[src/rtl/hub75_pkg.sv]
// Shared types and constants for the HUB75 64x32 scan controller.
package hub75_pkg;

    typedef enum logic [1:0] {
        IDLE,
        SHIFT,
        LATCH,
        DISPLAY
    } scan_state_e;

    localparam int COLS_DEF  = 64;
    localparam int ROWS_DEF  = 16;
    localparam int DWELL_DEF = 256;

    localparam int COL_W     = $clog2(COLS_DEF);
    localparam int ROW_W     = $clog2(ROWS_DEF);
    localparam int FB_ADDR_W = 1 + ROW_W + COL_W;

    // fb_data = {R0,G0,B0,R1,G1,B1}
    localparam int PIX_W  = 6;
    localparam int PIX_R0 = 5;
    localparam int PIX_G0 = 4;
    localparam int PIX_B0 = 3;
    localparam int PIX_R1 = 2;
    localparam int PIX_G1 = 1;
    localparam int PIX_B1 = 0;

endpackage

[src/rtl/hub75_shift_seq.sv]
// Shift phase of one row: column reads, RGB pixel registers and the panel shift clock.
module hub75_shift_seq
    import hub75_pkg::*;
#(
    parameter int COLS = COLS_DEF
) (
    input  logic             clk,
    input  logic             rst,
    input  logic             start,
    output logic             done,
    input  logic [PIX_W-1:0] fb_data,
    output logic             rd_en,
    output logic [COL_W-1:0] col,
    output logic [PIX_W-1:0] rgb,
    output logic             sclk
);

    localparam int LAST  = 2 * COLS + 1;
    localparam int CNT_W = $clog2(2 * COLS + 2);

    logic [CNT_W-1:0] cnt_q, cnt_d;
    logic             active_q, active_d;
    logic             sclk_q, sclk_d;
    logic [PIX_W-1:0] rgb_q;
    logic             load;

    assign done  = active_q && (cnt_q == CNT_W'(LAST));
    assign rd_en = active_q && !cnt_q[0] && (cnt_q < CNT_W'(2 * COLS));
    assign col   = cnt_q[COL_W:1];
    // Read data for column c is on fb_data during the odd count 2c+1.
    assign load  = active_q && cnt_q[0] && (cnt_q < CNT_W'(2 * COLS));

    always_comb begin
        cnt_d    = cnt_q;
        active_d = active_q;
        if (start) begin
            active_d = 1'b1;
            cnt_d    = '0;
        end else if (active_q) begin
            if (done) begin
                active_d = 1'b0;
                cnt_d    = '0;
            end else begin
                cnt_d = cnt_q + CNT_W'(1);
            end
        end
        // Registered so the panel clock is glitch-free; high on odd counts from 3.
        sclk_d = active_d && cnt_d[0] && (cnt_d >= CNT_W'(3));
    end

    always_ff @(posedge clk) begin
        if (rst) begin
            cnt_q    <= '0;
            active_q <= 1'b0;
            sclk_q   <= 1'b0;
            rgb_q    <= '0;
        end else begin
            cnt_q    <= cnt_d;
            active_q <= active_d;
            sclk_q   <= sclk_d;
            if (load) rgb_q <= fb_data;
        end
    end

    assign rgb  = rgb_q;
    assign sclk = sclk_q;

endmodule

[src/rtl/hub75_scan_ctrl.sv]
// HUB75 row scanner with frame-boundary bank swaps.
// Optional macro SCAN_DIM_EN: per-frame global dimming of the DISPLAY on-time.
module hub75_scan_ctrl
    import hub75_pkg::*;
#(
    parameter int COLS  = COLS_DEF,
    parameter int ROWS  = ROWS_DEF,
    parameter int DWELL = DWELL_DEF
) (
    input  logic                 clk,
    input  logic                 rst,
    input  logic                 run,
    output logic                 fb_rd_en,
    output logic [FB_ADDR_W-1:0] fb_addr,
    input  logic [PIX_W-1:0]     fb_data,
    input  logic                 swap_req,
    output logic                 swap_ack,
    output logic                 front_bank,
    output logic                 frame_done,
    input  logic [7:0]           brightness,
    output logic                 A,
    output logic                 B,
    output logic                 C,
    output logic                 D,
    output logic                 R0,
    output logic                 G0,
    output logic                 B0,
    output logic                 R1,
    output logic                 G1,
    output logic                 B1,
    output logic                 SCLK,
    output logic                 LAT,
    output logic                 OE
);

    localparam int DWELL_W = $clog2(DWELL);

    scan_state_e        state_q, state_d;
    logic [ROW_W-1:0]   row_q, row_d;
    logic [ROW_W-1:0]   addr_q;
    logic [DWELL_W-1:0] dwell_q, dwell_d;
    logic               bank_q, bank_d;
    logic               frame_done_q, frame_done_d;
    logic               swap_ack_q, swap_ack_d;
    logic               lat_q, oe_q;
    logic               start, shift_done, disp_on;
    logic [COL_W-1:0]   col;
    logic [PIX_W-1:0]   rgb;
    logic               sclk;

`ifdef SCAN_DIM_EN
    logic [7:0] brightness_q;
`else
    logic unused_brightness;
    assign unused_brightness = ^brightness;
`endif

    hub75_shift_seq #(
        .COLS (COLS)
    ) u_shift (
        .clk     (clk),
        .rst     (rst),
        .start   (start),
        .done    (shift_done),
        .fb_data (fb_data),
        .rd_en   (fb_rd_en),
        .col     (col),
        .rgb     (rgb),
        .sclk    (sclk)
    );

    always_comb begin
        // NOTE: every _d gets its current value first, so no branch can infer a latch.
        state_d      = state_q;
        row_d        = row_q;
        dwell_d      = dwell_q;
        bank_d       = bank_q;
        frame_done_d = 1'b0;
        swap_ack_d   = 1'b0;
        unique case (state_q)
            IDLE:    if (run) state_d = SHIFT;
            SHIFT:   if (shift_done) state_d = LATCH;
            LATCH: begin
                state_d = DISPLAY;
                dwell_d = '0;
            end
            DISPLAY: begin
                if (dwell_q == DWELL_W'(DWELL - 1)) begin
                    if (row_q == ROW_W'(ROWS - 1)) begin
                        frame_done_d = 1'b1;
                        row_d        = '0;
                        if (swap_req) begin
                            bank_d     = ~bank_q;
                            swap_ack_d = 1'b1;
                        end
                    end else begin
                        row_d = row_q + ROW_W'(1);
                    end
                    // A stop mid-frame abandons the remaining rows.
                    if (run) begin
                        state_d = SHIFT;
                    end else begin
                        state_d = IDLE;
                        row_d   = '0;
                    end
                end else begin
                    dwell_d = dwell_q + DWELL_W'(1);
                end
            end
            default: state_d = IDLE;
        endcase

        start = (state_q != SHIFT) && (state_d == SHIFT);
`ifdef SCAN_DIM_EN
        disp_on = (state_d == DISPLAY) && (32'(dwell_d) < 32'(brightness_q));
`else
        disp_on = (state_d == DISPLAY);
`endif
    end

    always_ff @(posedge clk) begin
        if (rst) begin
            state_q      <= IDLE;
            row_q        <= '0;
            addr_q       <= '0;
            dwell_q      <= '0;
            bank_q       <= 1'b0;
            frame_done_q <= 1'b0;
            swap_ack_q   <= 1'b0;
            lat_q        <= 1'b0;
            oe_q         <= 1'b1;
`ifdef SCAN_DIM_EN
            brightness_q <= '0;
`endif
        end else begin
            // NOTE: state registers use <= only; blocking here would make the result depend on process order.
            state_q      <= state_d;
            row_q        <= row_d;
            dwell_q      <= dwell_d;
            bank_q       <= bank_d;
            frame_done_q <= frame_done_d;
            swap_ack_q   <= swap_ack_d;
            lat_q        <= (state_d == LATCH);
            oe_q         <= ~disp_on;
            if (start) addr_q <= row_d;
`ifdef SCAN_DIM_EN
            if (start && row_d == '0) brightness_q <= brightness;
`endif
        end
    end

    assign fb_addr    = {bank_q, row_q, col};
    assign front_bank = bank_q;
    assign frame_done = frame_done_q;
    assign swap_ack   = swap_ack_q;
    assign {D, C, B, A} = addr_q;
    assign R0   = rgb[PIX_R0];
    assign G0   = rgb[PIX_G0];
    assign B0   = rgb[PIX_B0];
    assign R1   = rgb[PIX_R1];
    assign G1   = rgb[PIX_G1];
    assign B1   = rgb[PIX_B1];
    assign SCLK = sclk;
    assign LAT  = lat_q;
    assign OE   = oe_q;

endmodule

[config.mk]
export PLATFORM = sky130hd
export DESIGN_NAME = hub75_scan_ctrl
export DESIGN_NICKNAME = d
export VERILOG_FILES = /design/src/rtl/hub75_pkg.sv /design/src/rtl/hub75_shift_seq.sv /design/src/rtl/hub75_scan_ctrl.sv
export SDC_FILE = /design/constraint.sdc
export NUM_CORES = 1
export LEC_CHECK = 0
export ABC_CLOCK_PERIOD_IN_PS = 4600
export CAP_MARGIN = 20
export CORE_MARGIN = 2
export CORE_UTILIZATION = 45
export DETAILED_ROUTE_END_ITERATION = 12
export GPL_ROUTABILITY_DRIVEN = 0
export PLACE_DENSITY = 0.78
export SYNTH_ARGS = -nofsm -noshare
export SYNTH_HDL_FRONTEND = slang
export SYNTH_SLANG_ARGS = --single-unit
[constraint.sdc]
create_clock -name clk -period 4.6 [get_ports clk]
set_input_delay 1.38 -clock clk [delete_from_list [all_inputs] [get_ports clk]]
set_output_delay 1.38 -clock clk [all_outputs]
set_load 0.1 [all_outputs]
==> metrics.txt, run 1 <==
status=finished clean; total design power=around 0.63 mW; placed cell area=2240 µm²; #FFs+latches synth=39; clk sinks=39; worst path cell trace=clkdlybuf4s50_1; DRT iter0 DRCs=148; final instance area=approximately 2300 µm²; Synth Instances=about 220; Layout Cells excl Fill=290; Worst Tran Pin Value=between 900 and 1000 ps; Die Ht=69.3 µm; Die ar.=around 4800 µm²; Worst path depth=1; cts bufs inserted=5; post-synthesis cell type count=54; slowest CP cell=clkdlybuf4s50_1; RSZ-0062 raised after global routing=false; YS warnings=0; grt ovf=0; routed vias=approximately 1,600; H-tree Lvls=2; global-route wire length before repair=~6500 µm; vias in the first global route=1,441; WP data arrival=a little under 2000 ps; number of synthesized flops with an enable pin=0; syn avg cell area=between 8 and 9 µm²; min-delay worst type=reg2reg; setup_tns=0 ps; via/cell ratio=roughly 5.6; max_cap viols=0; Tcrit/Tclk final=between 70% and 80%; Leak=~0.84 nW; max incr delay on CP=around 1200 ps; max-slew violations=0; Core Area=between 4000 and 5000 µm²; gr usage total=between 10% and 20%; achievable frequency=approximately 300 MHz; final hold vios=0; final WL=about 3800 µm; Cell Area, Synth=approximately 1900 µm²; num ports=46; Most used DFF post-synth=dfxtp_1; minimum clock period=about 3400 ps; TritonCTS clock tree=built; largest net degree at the start of global routing=22; post-synthesis sequential area ratio=between 40% and 50%; Final setup viols=0; I/O Buffers=37; Syn Nets=roughly 240; max_slew headroom=approximately 35%; antenna-violating nets left=0; worst hold stages=2; CP required=~3200 ps; CP max FO=11; Reg clk slew, reported paths=around 70 ps; post-detail-place hpwl=~2700 µm; DRC violations left=0; post-CTS setup repair buffer count=0; Final nets=roughly 260; share of layout cells above drive strength 1=under 10%; starting density of the core=between 40% and 50%; Clock Skew=approximately 6 ps; Pwr Density=approximately 270 nW/µm²; initial antenna violation count=0; WS Path Type=reg2out; cell family with most CP delay=buffers and inverters; 1st-pass router iterations=4; Max VDD drop=~170 µV; most frequent cells in the layout=dfxtp_1 (39), clkdlybuf4s50_1 (36), nor2_1 (26); Site Rows=23; utilization after layout=57.0%; clock buffer depth=2; Buf+Inv Stages, Crit Path=1; Wirelength per Cell=roughly 13 µm; Die Wd=between 60 and 70 µm; antenna fix cells=0; ys async rst share=0%; critical path endpoint category=output port; Worst-Skew Late Latency=approximately 290 ps; Post-CTS Resized=0; commonest non-fill, non-tap cell in the layout=dfxtp_1; Setup crit start kind=flop; Placed Cells incl. Taps=284; CTS root buf=clkbuf_8; Syn-to-layout area delta=20.4%; hold buffer count at cts=0; cells on worst reg2reg path=5
[state kept, by name, indices dropped and copies added (netlist names), 2 cells and up]
| signal | cells |
|---|---|
| row_q | 4 |
| u_shift.rgb | 6 |
| u_shift.cnt_q | 8 |
| state_q | 2 |
| addr_q | 4 |
| dwell_q | 8 |
[final cells by class]
type	count	area (µm²)
fill	378	1750
timing repair buffer	37	368
sequential	39	781
inverter	7	26.3
multi-input combinational	151	1000
tap	50	62.6
clock buffer	6	72.6
[logic make-up (layout without fill, tap and decap cells)]
group	after synthesis	count (layout)	share of synthesized area [%]
flip-flops	39	39	40.7
AO/OA/AOI/OAI	46	46	17.8
AND/OR/NAND/NOR	83	83	22.9
buffers and inverters	25	50	7.17
XOR/XNOR	9	9	4.11
adder cells (fa/ha/maj)	4	4	2.61
multiplexers	9	9	4.69
[metrics by stage]
stage | setup WS [ps] | hold WS (ps)
final | 1240 | 458
after global routing | 1170 | 494
after global placement | 1260 | 444
after floorplan | 407 | 444
after detailed placement | 1290 | 450
after CTS | 1220 | 458
[where the power goes]
part | switching, mW | total [mW] | internal (mW)
clock | 0.108 | 0.209 | 0.101
combinational | 0.0475 | 0.0699 | 0.0223
sequential | 0.00688 | 0.349 | 0.342
total | 0.162 | 0.628 | 0.466
[worst reg2reg max path, stage by stage (launching register included)]
cell and delay [ps]:
dfxtp_1 380, ha_1 230, nand3_2 200, or3_1 520
o41a_1 430, a31oi_1 160
[Yosys cell counts, drive strengths merged (3+ instances only)]
cell type	instances	share of area, %
ha	4	2.6
or3	3	0.98
xor2	4	1.8
mux2i	9	4.7
nor2	26	5.1
o21ai	4	1.0
clkbuf	10	2.5
buf	8	3.3
a21oi	11	2.9
inv	7	1.4
xnor2	5	2.3
o31ai	3	1.2
nand4	5	2.4
nand3	7	2.1
and4	3	1.4
and3	4	1.3
dfxtp	39	41
nor3	6	1.6
a31oi	4	1.3
nand2	15	2.9
nor4	5	1.6
[final timing paths]
path / startpoint / end / slack [ps]
worst max-delay path: u_shift.cnt_q[2]$_SDFF_PP0_ / fb_addr[1] / 1240
worst min-delay path: addr_q[1]$_SDFFE_PP0N_ / addr_q[1]$_SDFFE_PP0N_ / 460
worst max register to register: dwell_q[0]$_SDFFE_PP0P_ / addr_q[3]$_SDFFE_PP0N_ / 2620
worst min register to register: addr_q[1]$_SDFFE_PP0N_ / addr_q[1]$_SDFFE_PP0N_ / 460
[routing by layer]
| layer | global-route usage [%] | vias to the layer above | share of wire (%) |
|---|---|---|---|
| met4 | 7.19 | 0 | 1.5 |
| met2 | 24.9 | 45 | 43 |
| li1 | - | 837 | - |
| met3 | 3.34 | 6 | 4.9 |
| met5 | 0 | - | 0 |
| met1 | 22.0 | 750 | 51 |
Power figures use the tool's default switching activity.
==> run 2, diff against run 1 <==
--- a/config.mk
+++ b/config.mk
@@ -5,7 +5,7 @@
 export SDC_FILE = /design/constraint.sdc
 export NUM_CORES = 1
 export LEC_CHECK = 0
-export ABC_CLOCK_PERIOD_IN_PS = 4600
+export ABC_CLOCK_PERIOD_IN_PS = 3400
 export CAP_MARGIN = 20
 export CORE_MARGIN = 2
 export CORE_UTILIZATION = 45
==> constraint.sdc (replaced) <==
create_clock -name clk -period 3.4 [get_ports clk]
set_input_delay 1.02 -clock clk [delete_from_list [all_inputs] [get_ports clk]]
set_output_delay 1.02 -clock clk [all_outputs]
set_load 0.1 [all_outputs]
==> metrics.txt, run 2 (synthesis gave the netlist of run 1 again) <==
CTS root buf=clkbuf_8; worst hold stages=2; WP data arrival=roughly 2800 ps; Wirelength per Cell=between 10 and 15 µm; RR Endpoint=addr_q[3]$_SDFFE_PP0N_; achievable frequency=approximately 380 MHz; DRC violations left=0; Worst Tran Pin Value=~670 ps; Layout Cells excl Fill=a little under 300; via/cell ratio=approximately 5.7; placed cell area=approximately 2200 µm²; cells on worst reg2reg path=5; Placed Cells incl. Taps=285; Die Ht=a little under 70 µm; routed vias=between 1,500 and 2,000; Die ar.=4800 µm²; clock buffer depth=2; Die Wd=roughly 69 µm; Clock Skew=around 4.4 ps; grt ovf=0; Final nets=around 260; Setup crit start kind=primary input; max_cap viols=0; Sw Pwr=around 0.24 mW; Reg clk slew, reported paths=80 ps; Crit. Startpoint=run; Hold Path Sink=addr_q[1]$_SDFFE_PP0N_; num ports=between 40 and 50; initial antenna violation count=0; Leak=slightly above 0.9 nW; Site Rows=23; antenna-violating nets left=0; setup_tns=0 ps; clock power share=between 40% and 50%; cts bufs inserted=5; largest net degree at the start of global routing=14; share of layout cells above drive strength 1=a little under a fifth; 1st-pass router iterations=4; worst hold slack=~450 ps; critical path endpoint category=flop; global-route wire length before repair=6670 µm; Worst-Skew Late Latency=290 ps; I/O Buffers=37; min-delay worst type=reg2reg; post-CTS setup repair buffer count=0; most frequent cells in the layout=dfxtp_1 (39), buf_4 (29), nor2_1 (26); commonest non-fill, non-tap cell in the layout=dfxtp_1; minimum clock period=roughly 2700 ps; Max VDD drop=roughly 230 µV; RR Startpoint=dwell_q[0]$_SDFFE_PP0P_; final instance area=~2300 µm²; hold buffer count at cts=0; clk sinks=39; Internal Power=between 0.7 and 0.8 mW; utilization after layout=56.7%; Syn-to-layout area delta=19.9%; CP max FO=11; gr usage total=16.6%; max-slew violations=0; Tcrit/Tclk final=approximately 80%; FF-to-FF setup slack=1400 ps; max_slew headroom=a little over half; starting density of the core=a little under half; post-detail-place hpwl=2810 µm; final hold vios=0; vias in the first global route=roughly 1,500; Gate power share=~9.8%; final WL=3940 µm; Final setup viols=0; Core Area=roughly 4100 µm²; status=finished clean; Sw Ratio=about a quarter; hold_sp=addr_q[1]$_SDFFE_PP0N_; TritonCTS clock tree=built; DRT iter0 DRCs=approximately 120; Seq pwr share=48.9%; CP required=approximately 3600 ps; RSZ-0062 raised after global routing=false; WS Path Type=in2reg; Post-CTS Resized=0; H-tree Lvls=2; Pwr Density=~420 nW/µm²; antenna fix cells=0
==> run 2: cell count changes in the layout (fill, tap and decap cells not counted) <==
| cell | change |
|---|---|
| nor3_2 | +1 |
| clkbuf_8 | +1 |
| clkbuf_1 | -1 |
| clkinv_2 | +1 |
| bufinv_16 | +1 |
| nor3_1 | -1 |
| clkdlybuf4s50_1 | -27 |
| buf_4 | +28 |
==> run 2: worst max-delay path: stages <==
cell,delay [ps]
clkdlybuf4s50_1,680
nor3b_1,370
a311o_1,450
o21bai_1,220
nor2_1,90
==> run 2: area by class of cell <==
type	count	area [µm²]
inverters	7	26.3
flip-flops and latches	39	781
multi-input cells	151	1010
well taps	50	62.6
clock buffers	6	82.6
clock inverters	2	35.0
fillers	367	1760
repair buffers	38	308
==> run 2: how the worst max path moves through the flow <==
stage,end,slack [ps],depth (start not counted)
detailed placement,u_shift.cnt_q[7]$_SDFF_PP0_,460,5
floorplan,fb_rd_en,430,3
global placement,u_shift.cnt_q[5]$_SDFF_PP0_,480,5
finish,u_shift.cnt_q[7]$_SDFF_PP0_,750,5
global route,u_shift.cnt_q[7]$_SDFF_PP0_,520,5
CTS,u_shift.cnt_q[7]$_SDFF_PP0_,780,5
==> run 2: power by group through the flow <==
stage / Combinational, mW / Clock [mW] / Sequential [mW]
after floorplan: 0.0472 / 0 / 0.505
after global placement: 0.0935 / 0 / 0.483
after detailed placement: 0.0945 / 0 / 0.483
after CTS: 0.0945 / 0.407 / 0.473
after global routing: 0.100 / 0.425 / 0.474
final: 0.0947 / 0.400 / 0.473
==> run 2: per-layer routing <==
layer / share of wire, % / vias up / track usage [%] / wire, µm
met2: 44 / 39 / 26.2 / 1750
met1: 49 / 771 / 21.3 / 1930
met5: 0 / - / 0 / 0
met3: 4.9 / 7 / 4.07 / 192
met4: 1.9 / 0 / 8.06 / 74
li1: - / 842 / - / -
==> run 2: metrics by stage <==
stage / setup WS, ps / power [mW]
final: 750 / 0.968
after global routing: 520 / 1.00
after CTS: 775 / 0.974
after detailed placement: 460 / 0.578
after global placement: 482 / 0.576
after floorplan: 432 / 0.552
==> run 3, diff against run 2 <==
--- a/config.mk
+++ b/config.mk
@@ -5,13 +5,13 @@
 export SDC_FILE = /design/constraint.sdc
 export NUM_CORES = 1
 export LEC_CHECK = 0
-export ABC_CLOCK_PERIOD_IN_PS = 3400
+export ABC_CLOCK_PERIOD_IN_PS = 2300
 export CAP_MARGIN = 20
 export CORE_MARGIN = 2
-export CORE_UTILIZATION = 45
+export CORE_UTILIZATION = 44
 export DETAILED_ROUTE_END_ITERATION = 12
 export GPL_ROUTABILITY_DRIVEN = 0
-export PLACE_DENSITY = 0.78
+export PLACE_DENSITY = 0.8
 export SYNTH_ARGS = -nofsm -noshare
 export SYNTH_HDL_FRONTEND = slang
 export SYNTH_SLANG_ARGS = --single-unit
==> constraint.sdc (replaced) <==
create_clock -name clk -period 2.3 [get_ports clk]
set_input_delay 0.69 -clock clk [delete_from_list [all_inputs] [get_ports clk]]
set_output_delay 0.69 -clock clk [all_outputs]
set_load 0.1 [all_outputs]
==> metrics.txt, run 3 (synthesis gave the netlist of run 1 again) <==
max_cap viols=0; minimum clock period=1950 ps; WP data arrival=2130 ps; grt ovf=0; post-CTS setup repair buffer count=0; slowest CP cell=o311ai_0; Site Rows=24; Sw Ratio=between 20% and 30%; I/O Buffers=37; DRT iter0 DRCs=154; starting density of the core=~45%; Tcrit/Tclk final=85.0%; Worst Tran Pin Value=slightly above 700 ps; register area=just under 800 µm²; Post-CTS Resized=0; most frequent cells in the layout=dfxtp_1 (39), buf_4 (32), nor2_1 (26); via/cell ratio=about 5.8; largest net degree at the start of global routing=13; Syn-to-layout area delta=28.0%; num ports=46; utilization after layout=a little under three fifths; WS Path Type=reg2reg; worst setup margin=346 ps; Multi-input gate area=1010 µm²; DRC violations left=0; clk sinks=39; final hold vios=0; Sw Pwr=0.347 mW; worst path cell trace=ha_1 > nand3_2 > buf_4 > o311ai_0 > or4_1 > a21oi_1; clock power share=about a third; Die Wd=approximately 70 µm; Placed Cells incl. Taps=just under 300; commonest non-fill, non-tap cell in the layout=dfxtp_1; CTS root buf=clkbuf_8; Worst-Skew Late Latency=~290 ps; antenna fix cells=0; Final nets=~280; Layout Cells excl Fill=slightly above 300; Die ar.=4910 µm²; Core Area=between 4000 and 5000 µm²; cells on worst reg2reg path=6; Seq pwr share=a little over half; gr usage total=about a fifth; # fillers=roughly 410; antenna-violating nets left=0; min-delay worst type=reg2reg; Final setup viols=0; routed vias=around 1,800; status=finished clean; vias in the first global route=between 1,500 and 2,000; initial antenna violation count=0; pre-CTS WS=68.2 ps; H-tree Lvls=2; total design power=1.30 mW; Die Ht=70.0 µm; 1st-pass router iterations=4; Buf+Inv Stages, Crit Path=1; Clock Skew=5.96 ps; Worst path depth=6; RSZ-0062 raised after global routing=false; max incr delay on CP=620 ps; post-detail-place hpwl=roughly 3100 µm; Gate power share=around 12%; worst hold stages=2; TritonCTS clock tree=built; max_slew headroom=between 50% and 60%; Pwr Density=530 nW/µm²; global-route wire length before repair=7490 µm; critical path endpoint category=flop; Reg clk slew, reported paths=80 ps; share of layout cells above drive strength 1=a little over a fifth; final WL=~4300 µm; Wirelength per Cell=about 14 µm; CP max FO=9; max-slew violations=0; clock buffer depth=2; Max VDD drop=about 250 µV; Setup crit start kind=flop; Internal Power=0.955 mW; achievable frequency=roughly 500 MHz; CP required=between 2000 and 2500 ps; cts bufs inserted=5; hold buffer count at cts=0; Leak=0.978 nW; cell family with most CP delay=compound AO/OA/AOI/OAI gates; setup_tns=0 ps
-- run 3: final cells by class --
class                           count  share of cell area (%)
Inverter                            7                    1.07
Multi-Input combinational cell    151                    41.2
Sequential cell                    39                    31.8
Tap cell                           52                    2.65
Clock inverter                      1                   0.204
Clock buffer                        7                    3.11
Timing Repair Buffer               49                    20.0
-- run 3: layer usage --
layer  global-route usage (%)  part of all wire [%]  wire (µm)  up-vias
met5                        0                     0          0        -
met4                     10.0                   2.3         99        0
met3                     4.18                   5.1        218        7
met2                     31.0                    49       2120       56
met1                     23.0                    43       1850      838
li1                         -                     -          -      861
-- run 3: worst paths after layout --
kind	start	end	slack (ps)
worst max-delay path	dwell_q[0]$_SDFFE_PP0P_	dwell_q[6]$_SDFFE_PP0P_	350
worst max register to register	dwell_q[0]$_SDFFE_PP0P_	dwell_q[6]$_SDFFE_PP0P_	350
worst min register to register	addr_q[1]$_SDFFE_PP0N_	addr_q[1]$_SDFFE_PP0N_	450
worst min-delay path	addr_q[1]$_SDFFE_PP0N_	addr_q[1]$_SDFFE_PP0N_	450
-- run 3: worst min-delay path: cells and delay by family (launching register included) --
family / cells / cell delay, ps
AOI/OAI and AO/OA: 1 / 50
buffers and inverters: 1 / 50
DFF: 1 / 310
-- run 3: power groups by stage --
| stage | Sequential [mW] | Combinational [mW] | Clock, mW |
|---|---|---|---|
| floorplan | 0.746 | 0.0714 | 0 |
| global placement | 0.711 | 0.158 | 0 |
| detailed placement | 0.712 | 0.160 | 0 |
| CTS | 0.696 | 0.161 | 0.461 |
| global route | 0.698 | 0.171 | 0.489 |
| finish | 0.697 | 0.161 | 0.444 |
-- run 3: through the flow --
stage,area (µm²),hold slack (ps)
6_report,2460,453
5_1_grt,2460,488
4_1_cts,2460,456
3_5_place_dp,2370,447
3_3_place_gp,2370,446
2_1_floorplan,1930,444
